**src/rtl/dcache_responder_if.sv**
```systemverilog
// Memory-side bus of the data cache: single-word requests, one outstanding at a time.
//   master (cache)  : drives mem_req/mem_we/mem_addr/mem_wdata/mem_wmask, receives mem_ack/mem_rdata
//   slave  (memory) : the mirror image
// mem_req is held until the 1-cycle mem_ack; mem_rdata is valid with mem_ack.
interface dcache_responder_if #(
    parameter int unsigned ADDR_W = 32,
    parameter int unsigned DATA_W = 32
);
    logic              mem_req;
    logic              mem_we;
    logic [ADDR_W-1:0] mem_addr;
    logic [DATA_W-1:0] mem_wdata;
    logic [3:0]        mem_wmask;
    logic              mem_ack;
    logic [DATA_W-1:0] mem_rdata;

    modport master (
        output mem_req, mem_we, mem_addr, mem_wdata, mem_wmask,
        input  mem_ack, mem_rdata
    );

    modport slave (
        input  mem_req, mem_we, mem_addr, mem_wdata, mem_wmask,
        output mem_ack, mem_rdata
    );
endinterface

```
**src/rtl/dcache_responder.sv**
```systemverilog
// Direct-mapped, write-through, no-write-allocate data cache with 4-word lines.
// Ports:
//   clk, rst                 clock, synchronous active-high reset
//   dcache_read/_addr        demand read, held until dcache_read_done
//   dcache_read_done/_data   combinational hit response (same cycle)
//   dcache_prefetch/_pre_addr prefetch hint, sampled every cycle into a 1-entry buffer
//   st_valid/_addr/_data/_mask committed store, held until st_ready
//   st_ready                 pulses in the cycle the memory acknowledges the store write
//   mem_bus                  single-word memory request bus (master side)
// Stores win over reads; read misses win over pending prefetches. Misses refill a
// whole line with four sequential word reads; stores write through and only update
// the cache when they hit.
module dcache_responder #(
    parameter int unsigned LINES  = 16,
    parameter int unsigned ADDR_W = 32,
    parameter int unsigned DATA_W = 32
) (
    input  logic              clk,
    input  logic              rst,

    input  logic              dcache_read,
    input  logic [ADDR_W-1:0] dcache_read_addr,
    output logic              dcache_read_done,
    output logic [DATA_W-1:0] dcache_read_data,

    input  logic              dcache_prefetch,
    input  logic [ADDR_W-1:0] dcache_pre_addr,

    input  logic              st_valid,
    input  logic [ADDR_W-1:0] st_addr,
    input  logic [DATA_W-1:0] st_data,
    input  logic [3:0]        st_mask,
    output logic              st_ready,

    dcache_responder_if.master mem_bus
);

    localparam int unsigned IDX_W  = $clog2(LINES);
    localparam int unsigned TAG_W  = ADDR_W - 4 - IDX_W;
    localparam int unsigned LINE_W = ADDR_W - 4;
    localparam int unsigned WORDS  = 4;
    localparam int unsigned NBYTES = 4;

    typedef enum logic [1:0] {
        S_IDLE   = 2'd0,
        S_REFILL = 2'd1,
        S_WRITE  = 2'd2
    } state_e;

    // FSM and control registers
    state_e              state_q, state_d;
    logic [1:0]          cnt_q, cnt_d;
    logic [LINE_W-1:0]   refill_line_q, refill_line_d;
    logic                pf_valid_q, pf_valid_d;
    logic [LINE_W-1:0]   pf_line_q, pf_line_d;
    logic [LINES-1:0]    valid_q, valid_d;

    // registered memory-bus outputs
    logic                mem_req_q, mem_req_d;
    logic                mem_we_q, mem_we_d;
    logic [ADDR_W-1:0]   mem_addr_q, mem_addr_d;
    logic [DATA_W-1:0]   mem_wdata_q, mem_wdata_d;
    logic [3:0]          mem_wmask_q, mem_wmask_d;

    // tag and data storage (no reset; qualified by valid_q)
    logic [TAG_W-1:0]    tag_q  [LINES];
    logic [DATA_W-1:0]   data_q [LINES][WORDS];

    // storage write ports driven by the next-state logic
    logic                tag_we;
    logic                data_we;
    logic [IDX_W-1:0]    data_widx;
    logic [1:0]          data_woff;
    logic [DATA_W-1:0]   data_wval;

    logic                start_refill;
    logic [LINE_W-1:0]   start_line;
    logic [DATA_W-1:0]   st_merged;

    // address decode for the three lookup ports
    logic [IDX_W-1:0]    rd_idx, pf_idx, st_idx, rf_idx;
    logic [1:0]          rd_off, st_off;
    logic                rd_hit, pf_hit, st_hit;

    assign rd_idx = dcache_read_addr[4 +: IDX_W];
    assign rd_off = dcache_read_addr[3:2];
    assign st_idx = st_addr[4 +: IDX_W];
    assign st_off = st_addr[3:2];
    assign pf_idx = pf_line_q[0 +: IDX_W];
    assign rf_idx = refill_line_q[0 +: IDX_W];

    assign rd_hit = valid_q[rd_idx] && (tag_q[rd_idx] == dcache_read_addr[ADDR_W-1 -: TAG_W]);
    assign st_hit = valid_q[st_idx] && (tag_q[st_idx] == st_addr[ADDR_W-1 -: TAG_W]);
    assign pf_hit = valid_q[pf_idx] && (tag_q[pf_idx] == pf_line_q[LINE_W-1 -: TAG_W]);

    // byte-offset and sub-word bits that never select anything
    logic unused_addr_bits;
    assign unused_addr_bits = ^{dcache_read_addr[1:0], st_addr[1:0], dcache_pre_addr[3:0]};

    // hit path: fully combinational, blocked while a store is waiting
    assign dcache_read_done = dcache_read && rd_hit && (state_q == S_IDLE) && !st_valid;
    assign dcache_read_data = data_q[rd_idx][rd_off];

    // store acceptance coincides with the memory write acknowledge
    assign st_ready = (state_q == S_WRITE) && mem_bus.mem_ack;

    assign mem_bus.mem_req   = mem_req_q;
    assign mem_bus.mem_we    = mem_we_q;
    assign mem_bus.mem_addr  = mem_addr_q;
    assign mem_bus.mem_wdata = mem_wdata_q;
    assign mem_bus.mem_wmask = mem_wmask_q;

    // state register
    always_ff @(posedge clk) begin
        if (rst) begin
            state_q       <= S_IDLE;
            cnt_q         <= '0;
            refill_line_q <= '0;
            pf_valid_q    <= 1'b0;
            pf_line_q     <= '0;
            valid_q       <= '0;
            mem_req_q     <= 1'b0;
            mem_we_q      <= 1'b0;
            mem_addr_q    <= '0;
            mem_wdata_q   <= '0;
            mem_wmask_q   <= '0;
        end else begin
            state_q       <= state_d;
            cnt_q         <= cnt_d;
            refill_line_q <= refill_line_d;
            pf_valid_q    <= pf_valid_d;
            pf_line_q     <= pf_line_d;
            valid_q       <= valid_d;
            mem_req_q     <= mem_req_d;
            mem_we_q      <= mem_we_d;
            mem_addr_q    <= mem_addr_d;
            mem_wdata_q   <= mem_wdata_d;
            mem_wmask_q   <= mem_wmask_d;
        end
    end

    // tag/data arrays; writes suppressed while reset is asserted
    always_ff @(posedge clk) begin
        if (!rst && tag_we) begin
            tag_q[rf_idx] <= refill_line_q[LINE_W-1 -: TAG_W];
        end
        if (!rst && data_we) begin
            data_q[data_widx][data_woff] <= data_wval;
        end
    end

    // next-state and storage-update logic
    always_comb begin
        state_d       = state_q;
        cnt_d         = cnt_q;
        refill_line_d = refill_line_q;
        pf_valid_d    = pf_valid_q;
        pf_line_d     = pf_line_q;
        valid_d       = valid_q;
        mem_req_d     = mem_req_q;
        mem_we_d      = mem_we_q;
        mem_addr_d    = mem_addr_q;
        mem_wdata_d   = mem_wdata_q;
        mem_wmask_d   = mem_wmask_q;
        tag_we        = 1'b0;
        data_we       = 1'b0;
        data_widx     = '0;
        data_woff     = '0;
        data_wval     = '0;
        start_refill  = 1'b0;
        start_line    = '0;

        // store data merged byte-wise into the currently cached word
        st_merged = data_q[st_idx][st_off];
        for (int unsigned b = 0; b < NBYTES; b++) begin
            if (st_mask[b]) begin
                st_merged[8*b +: 8] = st_data[8*b +: 8];
            end
        end

        case (state_q)
            S_IDLE: begin
                if (st_valid) begin
                    state_d     = S_WRITE;
                    mem_req_d   = 1'b1;
                    mem_we_d    = 1'b1;
                    mem_addr_d  = {st_addr[ADDR_W-1:2], 2'b00};
                    mem_wdata_d = st_data;
                    mem_wmask_d = st_mask;
                end else if (dcache_read && !rd_hit) begin
                    start_refill = 1'b1;
                    start_line   = dcache_read_addr[ADDR_W-1:4];
                end else if (pf_valid_q && !pf_hit) begin
                    start_refill = 1'b1;
                    start_line   = pf_line_q;
                    pf_valid_d   = 1'b0;
                end
            end

            S_REFILL: begin
                if (mem_bus.mem_ack) begin
                    data_we   = 1'b1;
                    data_widx = rf_idx;
                    data_woff = cnt_q;
                    data_wval = mem_bus.mem_rdata;
                    if (cnt_q == 2'd3) begin
                        state_d         = S_IDLE;
                        cnt_d           = '0;
                        mem_req_d       = 1'b0;
                        tag_we          = 1'b1;
                        valid_d[rf_idx] = 1'b1;
                    end else begin
                        cnt_d      = 2'(cnt_q + 2'd1);
                        mem_addr_d = {refill_line_q, 2'(cnt_q + 2'd1), 2'b00};
                    end
                end
            end

            S_WRITE: begin
                if (mem_bus.mem_ack) begin
                    state_d   = S_IDLE;
                    mem_req_d = 1'b0;
                    mem_we_d  = 1'b0;
                    if (st_hit) begin
                        data_we   = 1'b1;
                        data_widx = st_idx;
                        data_woff = st_off;
                        data_wval = st_merged;
                    end
                end
            end

            default: begin
                state_d   = S_IDLE;
                mem_req_d = 1'b0;
                mem_we_d  = 1'b0;
            end
        endcase

        // line is invalid for the whole refill so a reset mid-way leaves it empty
        if (start_refill) begin
            state_d       = S_REFILL;
            cnt_d         = '0;
            refill_line_d = start_line;
            mem_req_d     = 1'b1;
            mem_we_d      = 1'b0;
            mem_addr_d    = {start_line, 4'b0000};
            valid_d[start_line[0 +: IDX_W]] = 1'b0;
        end

        // a pending prefetch that already hits needs no refill
        if ((state_q == S_IDLE) && pf_valid_q && pf_hit) begin
            pf_valid_d = 1'b0;
        end

        // newest prefetch wins, except one for the line being refilled right now
        if (dcache_prefetch &&
            !((state_q == S_REFILL) && (dcache_pre_addr[ADDR_W-1:4] == refill_line_q))) begin
            pf_valid_d = 1'b1;
            pf_line_d  = dcache_pre_addr[ADDR_W-1:4];
        end
    end

endmodule

```
**src/flat_wrapper.sv**
```systemverilog
// flat-port wrapper written by rule: the top's interface ports become plain ports
module dcache_responder_flat 
#(
    parameter int unsigned LINES  = 16,
    parameter int unsigned ADDR_W = 32,
    parameter int unsigned DATA_W = 32
)
  (clk, rst, dcache_read, dcache_read_addr, dcache_read_done, dcache_read_data, dcache_prefetch, dcache_pre_addr, st_valid, st_addr, st_data, st_mask, st_ready, mem_bus_mem_req, mem_bus_mem_we, mem_bus_mem_addr, mem_bus_mem_wdata, mem_bus_mem_wmask, mem_bus_mem_ack, mem_bus_mem_rdata);
  dcache_responder_if #(.ADDR_W(ADDR_W), .DATA_W(DATA_W)) mem_bus_i ();
  input  logic clk;
  input  logic rst;
  input  logic dcache_read;
  input  logic [ADDR_W-1:0] dcache_read_addr;
  output logic dcache_read_done;
  output logic [DATA_W-1:0] dcache_read_data;
  input  logic dcache_prefetch;
  input  logic [ADDR_W-1:0] dcache_pre_addr;
  input  logic st_valid;
  input  logic [ADDR_W-1:0] st_addr;
  input  logic [DATA_W-1:0] st_data;
  input  logic [3:0] st_mask;
  output logic st_ready;
  output wire logic [$bits(mem_bus_i.mem_req)-1:0] mem_bus_mem_req;
  output wire logic [$bits(mem_bus_i.mem_we)-1:0] mem_bus_mem_we;
  output wire logic [$bits(mem_bus_i.mem_addr)-1:0] mem_bus_mem_addr;
  output wire logic [$bits(mem_bus_i.mem_wdata)-1:0] mem_bus_mem_wdata;
  output wire logic [$bits(mem_bus_i.mem_wmask)-1:0] mem_bus_mem_wmask;
  input wire logic [$bits(mem_bus_i.mem_ack)-1:0] mem_bus_mem_ack;
  input wire logic [$bits(mem_bus_i.mem_rdata)-1:0] mem_bus_mem_rdata;
  assign mem_bus_mem_req = mem_bus_i.mem_req;
  assign mem_bus_mem_we = mem_bus_i.mem_we;
  assign mem_bus_mem_addr = mem_bus_i.mem_addr;
  assign mem_bus_mem_wdata = mem_bus_i.mem_wdata;
  assign mem_bus_mem_wmask = mem_bus_i.mem_wmask;
  assign mem_bus_i.mem_ack = mem_bus_mem_ack;
  assign mem_bus_i.mem_rdata = mem_bus_mem_rdata;
  dcache_responder #(.LINES(LINES), .ADDR_W(ADDR_W), .DATA_W(DATA_W)) u_core (.clk(clk), .rst(rst), .dcache_read(dcache_read), .dcache_read_addr(dcache_read_addr), .dcache_read_done(dcache_read_done), .dcache_read_data(dcache_read_data), .dcache_prefetch(dcache_prefetch), .dcache_pre_addr(dcache_pre_addr), .st_valid(st_valid), .st_addr(st_addr), .st_data(st_data), .st_mask(st_mask), .st_ready(st_ready), .mem_bus(mem_bus_i));
endmodule
```
**config.mk**
```make
export PLATFORM = sky130hd
export DESIGN_NAME = dcache_responder_flat
export DESIGN_NICKNAME = d
export VERILOG_FILES = /design/src/rtl/dcache_responder_if.sv /design/src/rtl/dcache_responder.sv /design/src/flat_wrapper.sv
export SDC_FILE = /design/constraint.sdc
export NUM_CORES = 2
export LEC_CHECK = 0
export BUFFER_PORTS_ARGS = -buffer_cell sky130_fd_sc_hd__buf_2
export CORE_MARGIN = 5
export CORE_UTILIZATION = 45
export CTS_CLUSTER_SIZE = 8
export DETAILED_ROUTE_END_ITERATION = 8
export SYNTH_ARGS = -nofsm -noshare
export SYNTH_HDL_FRONTEND = slang
export SYNTH_SLANG_ARGS = --single-unit
```
**constraint.sdc**
```tcl
create_clock -name clk -period 14.6 [get_ports clk]
set_input_delay 0.73 -clock clk [delete_from_list [all_inputs] [get_ports clk]]
set_output_delay 0.73 -clock clk [all_outputs]
set_load 0.01 [all_outputs]
```
# [Yosys cells after proc, flatten, opt, wreduce, memory -nomap -nowiden]
# Memories as Yosys holds them, arrays and structs flattened. A register that Yosys moved wholly into a read port is not among the register bits.
# Index checks and enable logic that the tools add are counted.
[op_classes] addsub=1 multipliers=0 div=0 order_cmp=11 eq_ne=19 shifts=0 n_mux=84 bitwise_logic=7 reduce_logical=37
[ops] cell="$mux W32" n=12
[ops] cell="$bmux W32 S2" n=2
[ops] cell="$mux W128" n=1
[ops] cell="$pmux W32 S2" n=2
[ops] cell="$mux W28" n=4
[ops] cell="$eq A24 B24 Y1" n=3
[ops] cell="$demux W32 S2" n=1
[ops] cell="$mux W16" n=4
[ops] cell="$mux W8" n=4
[ops] cell="$mux W1" n=30
[ops] cell="$eq A28 B28 Y1" n=1
[ops] cell="$lt A4 B5 Y1 const B" n=5
[ops] cell="$mux W4" n=5
[ops] cell="$reduce_and A4 Y1" n=5
[ops] cell="$logic_and A1 B1 Y1" n=18
[ops] cell="$and A16 B16 Y16" n=1
[ops] cell="$mux W2" n=8
[ops] cell="$not A16 Y16" n=1
[ops] cell="$or A16 B16 Y16" n=1
[ops] cell="$bmux W1 S4" n=3
[ops] cell="$ne A3 B2 Y1 const B" n=4
[ops] cell="$ge A3 B3 Y1 const B" n=3
[ops] cell="$not A2 Y3" n=3
[ops] cell="$reduce_bool A3 Y1" n=3
[ops] cell="22 further kinds" n=35
[totals] reg_bits=147 latchBits=0 mem_bits_rw=2432 romBits=0 input_bits=170 out_inout_bits=104 elab_cells=174 n_memories=2
[mem_list] memory="u_core.data_q" words=16 width=128 rd=2 rd_ports_with_merged_regs=0 wr=1 line="dcache_responder.sv:67" rtl="logic [DATA_W-1:0] data_q [LINES][WORDS];"
[mem_list] memory="u_core.tag_q" words=16 width=24 rd=3 rd_ports_with_merged_regs=1 wr=1 line="dcache_responder.sv:66" rtl="logic [TAG_W-1:0] tag_q [LINES];"

# [Logic depth before layout (Yosys ltp)]
[logic_depth] word_depth=16 ltp_mapped=18 depth_no_buf=10

# [Worst setup path after synthesis]
# Ideal clock, no wire load.
[synth_timing] path_type="input to register" from="input st_addr[5]" to="memory u_core.data_q[3][0] (netlist bit) (enable)" setup_ns=0.468 arrival_ns=6.138 required_ns=14.132 setup_slack_ns=7.994 path_stages=12 n_path_buf=2 cell_sequence="clkbuf_1 clkbuf_1 mux4_2 mux4_2 xnor2_1 nand4_1 nor4_2 nand4_1 o2bb2a_1 nor2_1 nor4bb_1 nor3b_1"
[synth_between] elab_chain_len=12 word_cells_on_any_way=23 classes_between="2 x order compare; 1 x eq/ne; 15 x mux; 1 x bitwise; 3 x reduce/logical; 1 x memory"
[synth_rtl] item="from (decl)" line="flat_wrapper.sv:19" rtl="input logic [ADDR_W-1:0] st_addr;"
[synth_rtl] item="$mem_v2 Z16 W24 or $bmux W1 S4 (tied branches)"
[synth_rtl] item="$eq A24 B24 Y1 or $mux W1 (tied branches)" line="dcache_responder.sv:93" rtl="assign st_hit = valid_q[st_idx] && (tag_q[st_idx] == st_addr[ADDR_W-1 -: TAG_W]);"
[synth_rtl] item="$logic_and A1 B1 Y1" line="dcache_responder.sv:93"
[synth_rtl] item="$mux W2" line="dcache_responder.sv:224" rtl="if (st_hit) begin"
[synth_rtl] item="$mux W2" line="dcache_responder.sv:220" rtl="if (mem_bus.mem_ack) begin"
[synth_rtl] item="$pmux W2 S2" line="dcache_responder.sv:181" rtl="case (state_q)"
[synth_rtl] item="$not A2 Y3 (not written as such)" line="dcache_responder.sv:148" rtl="data_q[data_widx][data_woff] <= data_wval;"
[synth_rtl] item="$ge A3 B3 Y1 (not written as such) or $lt A3 B1 Y1 (tied branches)" line="dcache_responder.sv:148"
[synth_rtl] item="$logic_and A1 B1 Y1 (not written as such)" line="dcache_responder.sv:148"
[synth_rtl] item="$mux W32 (not written as such)" line="dcache_responder.sv:148"
[synth_rtl] item="$demux W32 S2" line="dcache_responder.sv:148"
[synth_rtl] item="$mux W128 (not written as such)" line="dcache_responder.sv:148"
[synth_rtl] item="to (decl)" line="dcache_responder.sv:67"
# Several ways; a longest one is shown, not always the timed one. The select of a mux whose other input is x is not followed.

# [Final worst setup path]
[layout_timing] from="input st_addr[5]" to="memory u_core.data_q[6][7] (netlist bit) (enable)"
# The elaborated chain is that of the path after synthesis.

==> out/metrics.cfg <==
[setup_path]
reg2reg_to=u_core.data_q[6][7]
crit_fanout=80
worst_path_largest_cell_delay_ns=1.20
cp_slowest_cell=nor2_4
crit_chain=buf_8 > buf_4 > buf_4 > mux4_2 > mux4_2 > xnor2_1 > nand4_1 > nor4_2 > nand4_1 > buf_4 > o2bb2a_1 > nor3_1 > nand2_1 > nor2_4 > buf_4
path_class=in -> reg
worstPathArrival_ns=9.09
end_kind=flop
reg2reg_setup_slack_ns=7.40
reg2regPathDepth=12
crit_top_cell=buf_4
required_ns=15.06
start_kind=input pin
reg2reg_from=u_core.tag_q[7][15]

[logic_synthesis]
post-synth-top-area-cell=edfxtp_1
yosysTopAreaCellShare=0.592
avgSynthCellArea_sq_um=20.5
synthCells=6029
ys_warn_count=0
ys_types=73
ys_ff_latch=2581
synthArstFlopShare=0
ys_top_cells_by_area=edfxtp_1 (59%), mux4_2 (29%), dfxtp_1 (2.4%)
ys.flop_type=edfxtp_1
ys_seq_area_frac=0.616
syn_area_sq_mm=0.123
synth-edff-count=2432

[floorplanning]
num_io_pins=274
coreArea_sq_mm=0.273
std_cell_rows=192
die_area_sq_mm=0.285
fp.dieW_microns=533
die_h_microns=533
start_util=0.451

[cts]
postCtsResizedCells=0
worstSkewPairLatency_ns=0.88
clk_pin_slew_ns=0.05
postCtsSetupRepairBufs=0
htreeDepth=5
cts.path.max_buffers=4
cts_hold_buf=0
cts_made_buffers=366
tritoncts=built
clock_sinks=2581
root_buffer=clkbuf_16

[min_path]
hp-start=st_data[25]
holdCritPathClass=in -> reg
min_delay_path_depth=3
hold_end=u_core.mem_bus.mem_wdata[25]

[sta]
timing.final.crit_share=0.591
finalSetupViolCount=0
max_slew_margin=0.0516
report.final.slew_viol_count=0
max_freq_ghz=0.116
fin_ws_ns=5.98
timing.hold.ws_ns=0.0996
tightest_slew_ns=1.42
fin_worst_skew_ns=0.0522
layout_min_cycle_time_ns=8.62
fin_tns_setup_ns=0
finalHoldViolations=0
rsz0062_at_grt=false

[place]
io_buffer_count=263
placed_area_sq_mm=0.129
post-dp-hpwl_mm=233
gp_congestion=0.915
dp_slack_ns=5.12

[global_route]
grtUsageTotal=0.286
overflow=0
grt_first_pass_wirelength_mm=572
grt_pass1_vias=71325
grt_max_degree=143
antenna_found_initial=14

[routing]
drc=0
antenna_left=0
via_per_inst=7.03
route.detailed.wl_per_inst_microns=41.1
drt_wl_total_mm=414
drt_iter0_markers=10153
drt-pass1-iter-count=5
via_count=70756

[power_and_ir_drop]
p_leak_uw=0.0413
p_per_area_mw_per_mm2=124
ir_worst_vdd_mv=0.0938

[status]
status=finished, final reports clean

[final_layout]
design_area_sq_mm=0.139
utilization=0.510
n_fill_cell=21431
nets=6532
drive_above_1_share=0.409
area.growth.synth_to_final_pct=13.0

[job]
drv_cap=0

cells in the mapped netlist (all sizes together), types with 17 or more instances:
| library cell | count |
|---|---|
| a21oi | 146 |
| a221oi | 18 |
| buf | 206 |
| clkbuf | 274 |
| dfxtp | 149 |
| edfxtp | 2432 |
| inv | 25 |
| mux2 | 68 |
| mux2i | 218 |
| mux4 | 1605 |
| nand2 | 199 |
| nand2b | 18 |
| nand3 | 22 |
| nand4 | 18 |
| nor2 | 191 |
| nor2b | 17 |
| nor3 | 21 |
| o211ai | 27 |
| o21ai | 53 |
| o22ai | 21 |
| xnor2 | 80 |
| xor2 | 47 |
layout by cell type, fill, tap and decap left out, types with 27 or more instances in the layout:
master and n:
edfxtp_1 2432, mux4_2 1605, clkbuf_16 375, buf_2 252, mux2i_1 218, nand2_1 198
buf_4 173, a21oi_1 145, dfxtp_1 145, nor2_4 96, nor2_1 95, clkbuf_1 89
xnor2_1 80, mux2_2 68, xor2_1 47, o21ai_0 46, o211ai_1 27
state kept, by name, indices dropped and copies added, names as in the netlist, named ones only:
register,count
u_core.state_q,2
u_core.pf_line_q,28
u_core.mem_bus.mem_wmask,4
u_core.pf_valid_q,1
u_core.mem_bus.mem_addr,30
u_core.mem_bus.mem_wdata,32
u_core.tag_q,384
u_core.mem_bus.mem_req,1
u_core.mem_bus.mem_we,1
u_core.refill_line_q,28
u_core.cnt_q,2
u_core.valid_q,16
u_core.data_q,2048
how the worst max path moves through the flow:
stage               slack, ns                   to  startpoint  cells after the start
finish                   5.98  u_core.data_q[6][7]  st_addr[5]                     15
global placement         5.18  u_core.data_q[0][9]  st_addr[5]                     15
detailed placement       5.12  u_core.data_q[0][9]  st_addr[5]                     15
floorplan                7.99  u_core.data_q[3][0]  st_addr[5]                     12
CTS                      6.00  u_core.data_q[0][7]  st_addr[5]                     15
global route             5.72  u_core.data_q[0][7]  st_addr[5]                     15
metal layers:
metal  vias to the layer above  global-route usage  share of wire
met5                         -                   0       0.000031
met1                     38741               0.408           0.39
met4                         2               0.103          0.041
li1                      26846                   -              -
met2                      4388               0.439           0.46
met3                       779              0.0637           0.11
power breakdown:
part / total [uW] / switching, uW / internal [uW] / leakage (uW)
clock: 7630 / 3050 / 4580 / 0.00481
sequential: 8170 / 78.8 / 8090 / 0.0218
combinational: 1430 / 829 / 604 / 0.0147
critical path, delay by kind of cell:
kind,cells,cell delay (ns)
compound gates,1,0.49
xor+xnor,1,0.24
buf+inv,5,3.43
mux,2,0.91
simple gates,6,2.96
stage by stage:
step	std cells	total power [uW]
detailed placement	9578	9740
global route	10058	17700
finish	10059	17200
CTS	10056	17300
global placement	9578	9730
floorplan	6030	9200
layout make-up:
type	count	area, sq um	area share
Tap cell	3589	4490	0.0322
Timing Repair Buffer	440	2810	0.0202
Antenna cell	2	5.00	0.0000359
Multi-Input combinational cell	2944	46000	0.330
Clock buffer	465	9730	0.0698
Inverter	25	106	0.000763
Clock inverter	13	160	0.00115
Sequential cell	2581	76000	0.546
logic make-up after synthesis:
| kind of cell | Yosys count | synth area share |
|---|---|---|
| AO/OA/AOI/OAI | 380 | 0.0202 |
| XOR/XNOR | 127 | 0.00902 |
| adder cells (fa/ha/maj) | 4 | 0.000406 |
| buffers and inverters | 505 | 0.0174 |
| flip-flops | 2581 | 0.616 |
| multiplexers | 1891 | 0.317 |
| other | 1 | 0.0000304 |
| AND/OR/NAND/NOR | 540 | 0.0193 |
Note: power is estimated with default switching activity, not from simulation.
